$ cat config.mk
export PLATFORM = sky130hd
export DESIGN_NAME = ram_stream_reader
export DESIGN_NICKNAME = d
export VERILOG_FILES = /design/src/rtl/ram_stream_reader.sv
export SDC_FILE = /design/constraint.sdc
export NUM_CORES = 1
export LEC_CHECK = 0
export BUFFER_PORTS_ARGS = -buffer_cell sky130_fd_sc_hd__buf_2
export CAP_MARGIN = 20
export CORE_UTILIZATION = 49
export CTS_CLUSTER_DIAMETER = 60
export DETAILED_ROUTE_END_ITERATION = 7
export PLACE_DENSITY_LB_ADDON = 0.05
export SYNTH_ARGS = -nofsm -noshare
export SYNTH_HDL_FRONTEND = slang
export SYNTH_SLANG_ARGS = --single-unit
$ cat constraint.sdc
create_clock -name clk -period 2.4 [get_ports clk]
set_clock_uncertainty 0.2 [all_clocks]
set_input_delay 0.24 -clock clk [delete_from_list [all_inputs] [get_ports clk]]
set_output_delay 0.24 -clock clk [all_outputs]
set_load 0.01 [all_outputs]
$ cat src/rtl/ram_stream_reader.sv
// ram_stream_reader
//   Read-side controller for a true-dual-port block RAM. On a start command
//   it reads len words starting at start_addr, wrapping modulo RAM_LEN, and
//   presents them as a valid/ready stream with last-beat marking. The RAM's
//   1-cycle read latency is absorbed by a 2-entry output FIFO, so the block
//   sustains one beat per clock under continuous ready.
//
//   Optional feature (macro RAM_STREAM_READER_REPEAT_EN): adds input stop.
//   The frame is replayed back to back from the latched start_addr/len until
//   stop is seen; the frame in progress then completes and the block ends
//   through DONE. Without the macro the block is single-shot.
//
// Ports
//   clk         single clock; the RAM read port runs on it
//   rst_n       synchronous active-low reset
//   start       frame request, sampled only in IDLE
//   start_addr  first RAM address of the frame
//   len         frame length in words, 0..RAM_LEN
//   stop        (repeat build only) end repetition after the current frame
//   busy        high while a frame is in progress
//   done        one-cycle pulse at frame end
//   ram_en      RAM read enable, high exactly on read-issue cycles
//   ram_addr    RAM read address
//   ram_do      RAM read data, valid the cycle after ram_en
//   m_data      stream data
//   m_valid     stream valid
//   m_ready     stream ready
//   m_last      final beat of the frame, qualified by m_valid

module ram_stream_reader #(
  parameter int ADDRESS_WIDTH = 10,
  parameter int DATA_WIDTH    = 16,
  parameter int RAM_LEN       = 1024
) (
  input  logic                     clk,
  input  logic                     rst_n,
  input  logic                     start,
  input  logic [ADDRESS_WIDTH-1:0] start_addr,
  input  logic [ADDRESS_WIDTH:0]   len,
`ifdef RAM_STREAM_READER_REPEAT_EN
  input  logic                     stop,
`endif
  output logic                     busy,
  output logic                     done,
  output logic                     ram_en,
  output logic [ADDRESS_WIDTH-1:0] ram_addr,
  input  logic [DATA_WIDTH-1:0]    ram_do,
  output logic [DATA_WIDTH-1:0]    m_data,
  output logic                     m_valid,
  input  logic                     m_ready,
  output logic                     m_last
);

  typedef enum logic [1:0] {
    S_IDLE,
    S_READ,
    S_DRAIN,
    S_DONE
  } state_t;

  localparam logic [ADDRESS_WIDTH-1:0] LAST_ADDR = ADDRESS_WIDTH'(RAM_LEN - 1);
  localparam logic [ADDRESS_WIDTH:0]   CNT_ONE   = (ADDRESS_WIDTH+1)'(1);

  state_t                  state;
  logic [ADDRESS_WIDTH:0]  rem_issue;   // reads still to issue this pass
  logic [ADDRESS_WIDTH-1:0] rd_ptr;     // next read address
  logic [ADDRESS_WIDTH:0]  beats_left;  // beats still to hand out this frame
  logic                    inflight;    // a read was issued last cycle

  logic [DATA_WIDTH-1:0]   fifo_mem [2];
  logic                    rd_idx;
  logic                    wr_idx;
  logic [1:0]              fifo_count;

`ifdef RAM_STREAM_READER_REPEAT_EN
  logic [ADDRESS_WIDTH-1:0] addr_q;
  logic [ADDRESS_WIDTH:0]   len_q;
  logic                     stop_seen;
  logic                     stop_any;
  assign stop_any = stop_seen | stop;
`endif

  logic                     pop;
  logic                     last_pop;
  logic                     end_frame;
  logic [2:0]               occ;
  logic [2:0]               occ_limit;
  logic [ADDRESS_WIDTH-1:0] next_ptr;

  assign m_valid  = (fifo_count != 2'd0);
  assign m_data   = fifo_mem[rd_idx];
  assign m_last   = m_valid && (beats_left == CNT_ONE);
  assign ram_addr = rd_ptr;

  assign pop      = m_valid & m_ready;
  assign last_pop = pop & m_last;

  // Entries held plus the read still in flight; a beat leaving this cycle
  // frees one slot, which keeps the pipe full under continuous ready.
  assign occ       = {1'b0, fifo_count} + {2'b00, inflight};
  assign occ_limit = 3'd2 + {2'b00, pop};
  assign ram_en    = (state == S_READ) && (rem_issue != '0) && (occ < occ_limit);

  assign next_ptr = (rd_ptr == LAST_ADDR) ? '0 : rd_ptr + 1'b1;

  // In repeat mode the next pass is already being read while the current
  // one drains, so the frame can also end from READ once stop has been seen.
`ifdef RAM_STREAM_READER_REPEAT_EN
  assign end_frame = last_pop && ((state == S_DRAIN) || ((state == S_READ) && stop_any));
`else
  assign end_frame = last_pop && (state == S_DRAIN);
`endif

  // NOTE: all state below is updated with non-blocking assignments so every
  // register samples the pre-edge values, independent of statement order;
  // later assignments in the block deliberately override earlier ones.
  always_ff @(posedge clk) begin
    if (!rst_n) begin
      state       <= S_IDLE;
      busy        <= 1'b0;
      done        <= 1'b0;
      rem_issue   <= '0;
      rd_ptr      <= '0;
      beats_left  <= '0;
      inflight    <= 1'b0;
      // NOTE: the two FIFO words are reset (unlike a RAM array) so m_data
      // reads zero out of reset.
      fifo_mem[0] <= '0;
      fifo_mem[1] <= '0;
      rd_idx      <= 1'b0;
      wr_idx      <= 1'b0;
      fifo_count  <= 2'd0;
`ifdef RAM_STREAM_READER_REPEAT_EN
      addr_q      <= '0;
      len_q       <= '0;
      stop_seen   <= 1'b0;
`endif
    end else begin
      // Read data returns one cycle after issue and lands in the FIFO.
      inflight <= ram_en;
      if (inflight) begin
        fifo_mem[wr_idx] <= ram_do;
        wr_idx           <= ~wr_idx;
      end
      if (pop) begin
        rd_idx     <= ~rd_idx;
        beats_left <= beats_left - 1'b1;
      end
      fifo_count <= fifo_count + {1'b0, inflight} - {1'b0, pop};

      if (ram_en) begin
        rd_ptr    <= next_ptr;
        rem_issue <= rem_issue - 1'b1;
      end

`ifdef RAM_STREAM_READER_REPEAT_EN
      if (busy) stop_seen <= stop_any;
`endif

      case (state)
        S_IDLE: begin
          if (start) begin
            rd_ptr     <= start_addr;
            rem_issue  <= len;
            beats_left <= len;
`ifdef RAM_STREAM_READER_REPEAT_EN
            addr_q     <= start_addr;
            len_q      <= len;
            stop_seen  <= 1'b0;
`endif
            if (len == '0) begin
              state <= S_DONE;
              done  <= 1'b1;
            end else begin
              state <= S_READ;
              busy  <= 1'b1;
            end
          end
        end

        S_READ: begin
          if (ram_en && (rem_issue == CNT_ONE)) begin
`ifdef RAM_STREAM_READER_REPEAT_EN
            // Reload straight after the final read of a pass so the next
            // pass follows without a bubble.
            if (!stop_any) begin
              rd_ptr    <= addr_q;
              rem_issue <= len_q;
            end else begin
              state <= S_DRAIN;
            end
`else
            state <= S_DRAIN;
`endif
          end
`ifdef RAM_STREAM_READER_REPEAT_EN
          if (last_pop && !stop_any) beats_left <= len_q;
`endif
        end

        S_DRAIN: begin
          // Frame completion is handled by end_frame below.
        end

        S_DONE: begin
          state <= S_IDLE;
          done  <= 1'b0;
        end

        default: state <= S_IDLE;
      endcase

      // Reads issued ahead for a pass that will not be emitted are dropped.
      if (end_frame) begin
        state      <= S_DONE;
        busy       <= 1'b0;
        done       <= 1'b1;
        fifo_count <= 2'd0;
        inflight   <= 1'b0;
        rd_idx     <= 1'b0;
        wr_idx     <= 1'b0;
      end
    end
  end

endmodule

# Word level (Yosys, flattened, before mapping)

Memory sizes are Yosys's and may differ from the RTL's. A register that Yosys moved wholly into a read port is not among the register bits.
Cells that the tools add are included.

Flip-flop bits (word level): 41
Bits in latches: 0
Bits in writable memories: 32
Bits in read-only memories: 0
Bits of input ports: 41
Output and inout bits: 31
Word-level logic and storage cells: 78
Memories kept: 1

Memory list:

| name     | words | width | rd ports | clocked after memory_dff | wr ports | RTL line | text |
|---|---|---|---|---|---|---|---|
| fifo_mem | 2     | 16    | 1        | 1                        | 2        | 70       | `logic [DATA_WIDTH-1:0] fifo_mem [2];` |

$add $sub $neg: 7
Multipliers: 0
Divide/modulo/power cells: 0
$lt $le $gt $ge: 1
Equality and inequality tests: 9
Shift-type cells: 0
Mux-type cells: 28
Bitwise logic cells: 6
Reductions and logical operators: 16

Operator list:

| cell                                                  | count |
|---|---|
| two-way mux 11 bit                                    | 6 |
| two-way mux 10 bit                                    | 4 |
| equality test 11 x 1 -> 1 bit, second input constant  | 2 |
| subtractor 11 x 1 -> 11 bit, second input constant    | 2 |
| two-way mux 16 bit                                    | 1 |
| OR reduction 16 bit                                   | 1 |
| logical NOT 11 bit                                    | 1 |
| two-way mux 1 bit                                     | 11 |
| nonzero test 11 bit                                   | 1 |
| adder 10 x 1 -> 10 bit, second input constant         | 1 |
| equality test 10 bit, second input constant           | 1 |
| AND reduction 3 bit                                   | 3 |
| two-way mux 2 bit                                     | 4 |
| inequality test 3 bit, second input constant          | 2 |
| case mux 2 bit (3 select lines)                       | 1 |
| logical AND 1 bit                                     | 5 |
| equality test 2 bit, second input constant            | 2 |
| NOT 1 bit                                             | 4 |
| nonzero test 4 bit                                    | 1 |
| adder 2 x 1 -> 3 bit                                  | 1 |
| adder 2 x 1 -> 3 bit, first input constant            | 1 |
| < comparator 3 bit                                    | 1 |
| inequality test 3 x 2 -> 1 bit, second input constant | 1 |
| nonzero test 3 bit                                    | 1 |
| 8 further kinds                                       | 9 |

# Depth between registers and ports, before layout

Gate-level depths: netlist of run 1.

Word-level depth: 9
Depth in mapped cells: 9
Depth with buffers taken out: 8

# Least setup slack after synthesis of run 1

No wires, ideal clock.

Path kind: flip-flop to flip-flop
Start: reg inflight
End: reg rem_issue[9]
Library setup time: 0.074 ns
Data arrival time: 2.153 ns
Required time: 2.126 ns
Path slack: -0.027 ns
Stages on the path, launching flop included: 8
Buffers on the path: 0
Clock period less this slack: 2.427 ns
Cells stage by stage: dfxtp_1 -> ha_1 -> ha_1 -> nor3b_4 -> nor4b_2 -> nand3_1 -> or4_1 -> a31oi_1

Word-level cells in the longest chain between the ends: 6

Ends and longest elaborated chain:

| what                     | RTL line | text |
|---|---|---|
| from (decl)              | 68       | `logic inflight;` |
| from (signal assigned)   | 140      | `inflight <= ram_en;` |
| adder 2 x 1 -> 3 bit (*) | 100      | `assign occ = {1'b0, fifo_count} + {2'b00, inflight};` |
| < comparator 3 bit (*)   | 102      | `assign ram_en = (state == S_READ) && (rem_issue != '0) && (occ < occ_limit);` |
| logical AND 1 bit (*)    | 102      |  |
| two-way mux 11 bit (*)   | 151      | `if (ram_en) begin` |
| two-way mux 11 bit       | 162      | `if (start) begin` |
| two-way mux 11 bit (*)   | 160      | `case (state)` |
| to (signal assigned)     | 153      | `rem_issue <= rem_issue - 1'b1;` |
| to (signal assigned)     | 164      | `rem_issue <= len;` |
| to (decl)                | 65       | `logic [ADDRESS_WIDTH:0] rem_issue;` |

Mark *: on every way between the ends. The rest lies on a longest branch, timed or not.
A chain may end at the register's enable or synchronous reset.

# Worst setup path in the final report of run 1

Start: reg rem_issue[6]
End: out ram_en

Word-level cells in the longest chain between the ends: 3

Ends and longest elaborated chain:

| what                            | RTL line | text |
|---|---|---|
| nonzero test 11 bit             | 102      |  |
| logical AND 1 bit (2 in series) | 102      |  |
| to (decl)                       | 45       | `output logic ram_en,` |

Every way passes these cells.

==> results of run 1 <==
[critical path: stages (launching register included)]
cell,delay (ns)
dfxtp_2,0.33
or4_4,0.53
or4_4,0.57
nand3_4,0.09
inv_2,0.04
buf_6,0.11
[power breakdown]
part / total (mW) / switching [mW] / internal [mW]
Combinational: 1.08 / 0.536 / 0.543
Clock: 1.16 / 0.443 / 0.716
Sequential: 1.57 / 0.107 / 1.46
Total: 3.81 / 1.09 / 2.72
[cell usage after synthesis (10+ instances only)]
master and n:
inv_1 10, dfxtp_1 42, edfxtp_1 32, mux2_2 17, nand2_1 13, xor2_1 13
and2_1 34, clkbuf_1 11, xnor2_1 13, nor2_1 22, o21ai_0 22, a21oi_1 20
[registers in the layout, indices dropped and copies added, names as in the netlist, named ones only]
name        cells
ram_addr       10
rd_idx          1
wr_idx          1
inflight        1
state           2
rem_issue      11
fifo_count      2
done            1
beats_left     11
fifo_mem       32
busy            1
[final cells by class]
type,instances,area (um^2)
tap,96,120
multi-input combinational,242,1720
sequential,74,1800
timing repair buffer,123,855
inverter,11,41.3
clock inverter,5,101
fill,576,2160
clock buffer,11,141
[final timing paths]
kind	startpoint	endpoint	slack (ns)	cells after the start
hold / removal	start_addr[8]	ram_addr[8]	0.04	3
setup / recovery	rem_issue[6]	ram_en	-0.04	5
hold reg to reg	busy	busy	0.27	2
setup reg to reg	rem_issue[6]	rem_issue[5]	0.02	7
[metrics by stage]
stage	setup slack, ns	setup TNS (ns)
global placement	0.0638	0
detailed placement	0.0228	0
floorplan	0.0173	0
global route	-0.0810	-0.253
finish	-0.0361	-0.0361
CTS	-0.0108	-0.0135
[routing by layer]
layer	wire length, um	track usage [%]
met1	3550	26.9
met2	3730	35.1
met3	327	3.39
met4	80	8.35
met5	0	0
[what timing repair did]
item / in CTS / in global routing
cloned: 0 / 0
setup buffers: 2 / 3
resized for setup: 0 / 22
pin swaps: 2 / 13
hold buffers: 27 / 0
setup endpoints to repair: 1 / 11
hold endpoints to repair: 44 / 0
[logic make-up (layout without fill, tap and decap cells)]
group           Yosys count  count (layout)  share of synthesized area (%)
fa+ha+maj                 9               9                           3.14
xor+xnor                 26              26                           6.35
mux                      18              18                           5.62
buf+inv                  26             150                           3.28
flops                    74              74                           50.2
simple gates            126             126                           21.2
compound gates           63              63                           10.2
==> flow_summary.json, run 1 <==
{
  "fp.dieW_um": 87.6,
  "cp-start-kind": "flip-flop",
  "tightestPinTransition_ns": 0.719,
  "p_total_mw": 3.81,
  "dieArea_um2": 7670,
  "grt_util_all_layers_pct": 20.8,
  "wl_per_cell_um": 13.7,
  "num_vias": 2877,
  "hold_violations": 0,
  "drt_iter0_drc": 111,
  "avgSynthCellArea_um2": 10.5,
  "max-slew-margin-rel_pct": 52.0,
  "fin_crit_ns": 2.44,
  "area_growth_pct": 33.4,
  "max_cap_viol_count": 0,
  "setup_violations": 1,
  "die_y_um": 87.6,
  "synth_edf_count": 32,
  "hold_ws_ns": 0.0363,
  "insertion_delay_ns": 0.34,
  "cts_max_level": 3,
  "syn_area_um2": 3590,
  "irDropWorstVdd_mv": 0.470,
  "clk_pin_slew_worst_paths_ns": 0.07,
  "violations": "negative setup slack",
  "vias_per_cell": 5.12,
  "critPathCaptureType": "output pin",
  "worstPathArrival_ns": 2.00,
  "grt_start_max_net_pins": 31,
  "cts_num_sinks": 74,
  "ios": 72,
  "rows": 30,
  "worstSetupPathType": "flip-flop to output pin",
  "first_pass_iters": 4,
  "hpwlAfterDp_mm": 5.30,
  "grt-ovfl-total": 0,
  "layout_commonest_cell": "buf_2",
  "period_share_pct": 102,
  "cp.required_ns": 1.96,
  "cts_tree": "built",
  "rsz0062_at_grt": "true",
  "clock.fmax_ghz": 0.410,
  "utilization_pct": 68.9,
  "nets": 511,
  "ys.flop_type": "dfxtp_1",
  "cts_made_buffers": 9,
  "pwr_density_cell_nw_per_um2": 796,
  "design_area_um2": 4790,
  "hp-class": "input port to flip-flop",
  "drive_gt1_share_pct": 31.5,
  "numPortBuffers": 71,
  "synth.distinct_cells": 51,
  "ys_ff_latch": 74,
  "core_region_area_um2": 6940,
  "finalMaxSlewViolations": 0,
  "fin_cells": 562,
  "synth_seq_area_share_pct": 50.2,
  "root_buffer": "clkbuf_8",
  "totalWireLength_mm": 7.69,
  "cts_buffer_depth": 2,
  "yosys.area.top_type": "edfxtp_1",
  "syn_inst": 342,
  "n_antenna_cell": 0,
  "placedCellCount": 514,
  "ys_top_cells_by_area": "edfxtp_1, dfxtp_1, and2_1, mux2_2, xnor2_1",
  "async_flop_share_pct": 0,
  "fin_ws_ns": -0.0361,
  "drc": 0,
  "yosysWarningCount": 0,
  "initial_utilization_pct": 51.7,
  "synth_top_area_share_pct": 26.8,
  "status": "complete, but fails checks",
  "grt_pass1_vias": 2689,
  "synth.net_count": 392,
  "gp_congestion": 0.936,
  "place_area_um2": 4170,
  "layout_common_cells": "buf_2, dfxtp_1, and2_1",
  "p_leak_nw": 2.06,
  "grt_pass1_wl_mm": 12.2,
  "drtAntennaViolNets": 0,
  "cp_max_fo": 2,
  "antenna_found_initial": 0
}
Note: power is estimated with default switching activity, not from simulation.
==> run 2: changes to the inputs <==
--- a/config.mk
+++ b/config.mk
@@ -11,6 +11,7 @@
 export CTS_CLUSTER_DIAMETER = 60
 export DETAILED_ROUTE_END_ITERATION = 7
 export PLACE_DENSITY_LB_ADDON = 0.05
+export SKIP_CTS_REPAIR_TIMING = 1
 export SYNTH_ARGS = -nofsm -noshare
 export SYNTH_HDL_FRONTEND = slang
 export SYNTH_SLANG_ARGS = --single-unit
==> run 2 against run 1 <==
- the run ends with negative hold slack, negative setup slack left
- critical path depth is the same
- first-iteration DRC count decreased by 6.3%
- clock power hardly changed
- worst hold slack worse by 0.041 ns
- wire length shrank 1.5%
- largest power group unchanged
- global-route usage down 0.79 points
- critical endpoint unchanged
- critical path type unchanged
- clock-buffer cell count unchanged
- register-to-register slack hardly changed
- setup slack gained 0.011 ns
- sequential share of layout area up 0.41 points
- largest cell class unchanged
- non-clock buffer count is 3 lower
- sequential power barely moved
==> flow_summary.json, run 2 (synthesis results as in run 1) <==
{
  "violations": "negative hold slack, negative setup slack",
  "wl_per_cell_um": 13.5,
  "reg2reg_from": "rem_issue[3]",
  "hp-class": "input port to flip-flop",
  "drive_gt1_share_pct": 32.6,
  "cts_num_sinks": 74,
  "vias_per_cell": 5.13,
  "rows": 30,
  "fin_ws_ns": -0.0251,
  "die_y_um": 87.6,
  "layout_common_cells": "buf_2, dfxtp_1, and2_1",
  "ff2ff_path_depth": 6,
  "max_cap_viol_count": 0,
  "crit_chain": "or4_4, or4_4, nand3_4, inv_2, buf_6",
  "status": "complete, but fails checks",
  "largest_reg_flops": 32,
  "reg2reg_to": "rem_issue[1]",
  "setup_violations": 1,
  "critPathTopFamily": "simple AND/OR/NAND/NOR gates",
  "fin_crit_ns": 2.43,
  "hold_depth": 3,
  "pwr_density_cell_nw_per_um2": 806,
  "drc": 0,
  "top_regs": "fifo_mem: 32 flops, beats_left: 11 flops, rem_issue: 11 flops",
  "nets": 508,
  "totalWireLength_mm": 7.57,
  "worst-path-stages": 5,
  "place_area_um2": 4170,
  "hpwlAfterDp_mm": 5.30,
  "cp_max_fo": 4,
  "first_pass_iters": 4,
  "finalMaxSlewViolations": 0,
  "hold_violations": 2,
  "antenna_found_initial": 0,
  "min_from": "start_addr[3]",
  "fillers": 586,
  "n_antenna_cell": 0,
  "grt-ovfl-total": 0,
  "p_leak_nw": 2.05,
  "grt_pass1_vias": 2538,
  "min_to": "ram_addr[3]",
  "root_buffer": "clkbuf_8",
  "ff2ff_setup_slack_ns": 0.03,
  "max-slew-margin-rel_pct": 51.8,
  "cts_buffer_depth": 2,
  "num_vias": 2865,
  "insertion_delay_ns": 0.34,
  "cp_common_cell": "or4_4",
  "period_share_pct": 101,
  "slowest_delay_ns": 0.55,
  "gp_congestion": 0.936,
  "core_region_area_um2": 6940,
  "cts_tree": "built",
  "initial_utilization_pct": 51.7,
  "grt_util_all_layers_pct": 20.1,
  "critPathSlowestCell": "or4_4",
  "irDropWorstVdd_mv": 0.466,
  "dieArea_um2": 7670,
  "worstSetupPathType": "flip-flop to output pin",
  "largest_register": "fifo_mem",
  "cts_max_level": 3,
  "cp.required_ns": 1.96,
  "clock.fmax_ghz": 0.412,
  "grt_start_max_net_pins": 31,
  "ios": 72,
  "design_area_um2": 4730,
  "hold_ws_ns": -0.00447,
  "critPathBufInv": 2,
  "clk_pin_slew_worst_paths_ns": 0.07,
  "critPathCaptureType": "output pin",
  "tightestPinTransition_ns": 0.721,
  "area_growth_pct": 32.0,
  "cp-start-kind": "flip-flop",
  "rsz0062_at_grt": "true",
  "layout_commonest_cell": "buf_2",
  "numPortBuffers": 71,
  "worstPathArrival_ns": 1.99,
  "grt_pass1_wl_mm": 11.7,
  "drtAntennaViolNets": 0,
  "cts_made_buffers": 9,
  "drt_iter0_drc": 104,
  "fp.dieW_um": 87.6
}
[run 2: worst max-delay path by stage]
| stage | startpoint | to |
|---|---|---|
| after floorplan | inflight | rem_issue[9] |
| after global placement | rem_issue[6] | ram_addr[2] |
| after detailed placement | rem_issue[6] | rem_issue[1] |
| after CTS | rem_issue[6] | ram_en |
| after global routing | rem_issue[3] | ram_en |
| final | rem_issue[3] | ram_en |
[run 2: layout make-up]
type / instances / area (um^2) / area share [%]
Inverter: 11 / 41.3 / 0.872
Sequential cell: 74 / 1800 / 38.1
Clock buffer: 11 / 141 / 2.99
Tap cell: 96 / 120 / 2.54
Multi-Input combinational cell: 242 / 1720 / 36.4
Timing Repair Buffer: 120 / 803 / 17.0
Clock inverter: 5 / 101 / 2.14
[run 2: routing by layer]
metal | track usage (%) | vias to the layer above | share of wire [%]
met5 | 0 | - | 0
met1 | 26.3 | 1315 | 46
met3 | 3.49 | 9 | 4.3
li1 | - | 1468 | -
met2 | 33.0 | 73 | 48
met4 | 8.35 | 0 | 1.3
[run 2: metrics by stage]
stage | instances | setup slack, ns | power, mW | utilization, % | setup TNS (ns)
after floorplan | 342 | 0.0173 | 2.24 | - | 0
after global placement | 514 | 0.0638 | 2.56 | 60.0 | 0
after detailed placement | 514 | 0.0228 | 2.58 | 60.0 | 0
after CTS | 530 | -0.185 | 3.74 | 63.5 | -0.185
after global routing | 559 | -0.0728 | 4.01 | 68.2 | -0.119
final | 559 | -0.0251 | 3.82 | 68.2 | -0.0251
[run 2: worst register-to-register path, cell delays in order, from the launching register on]
cell,delay [ns]
dfxtp_2,0.33
or4_4,0.53
or4_4,0.55
nand3_4,0.10
buf_4,0.11
mux2_2,0.32
o21ai_0,0.16
[run 2: power by group]
part,total (mW),leakage (nW),internal (mW),switching (mW)
Clock,1.16,0.117,0.716,0.446
Combinational,1.09,1.25,0.550,0.535
Sequential,1.57,0.681,1.46,0.107
Total,3.82,2.05,2.73,1.09
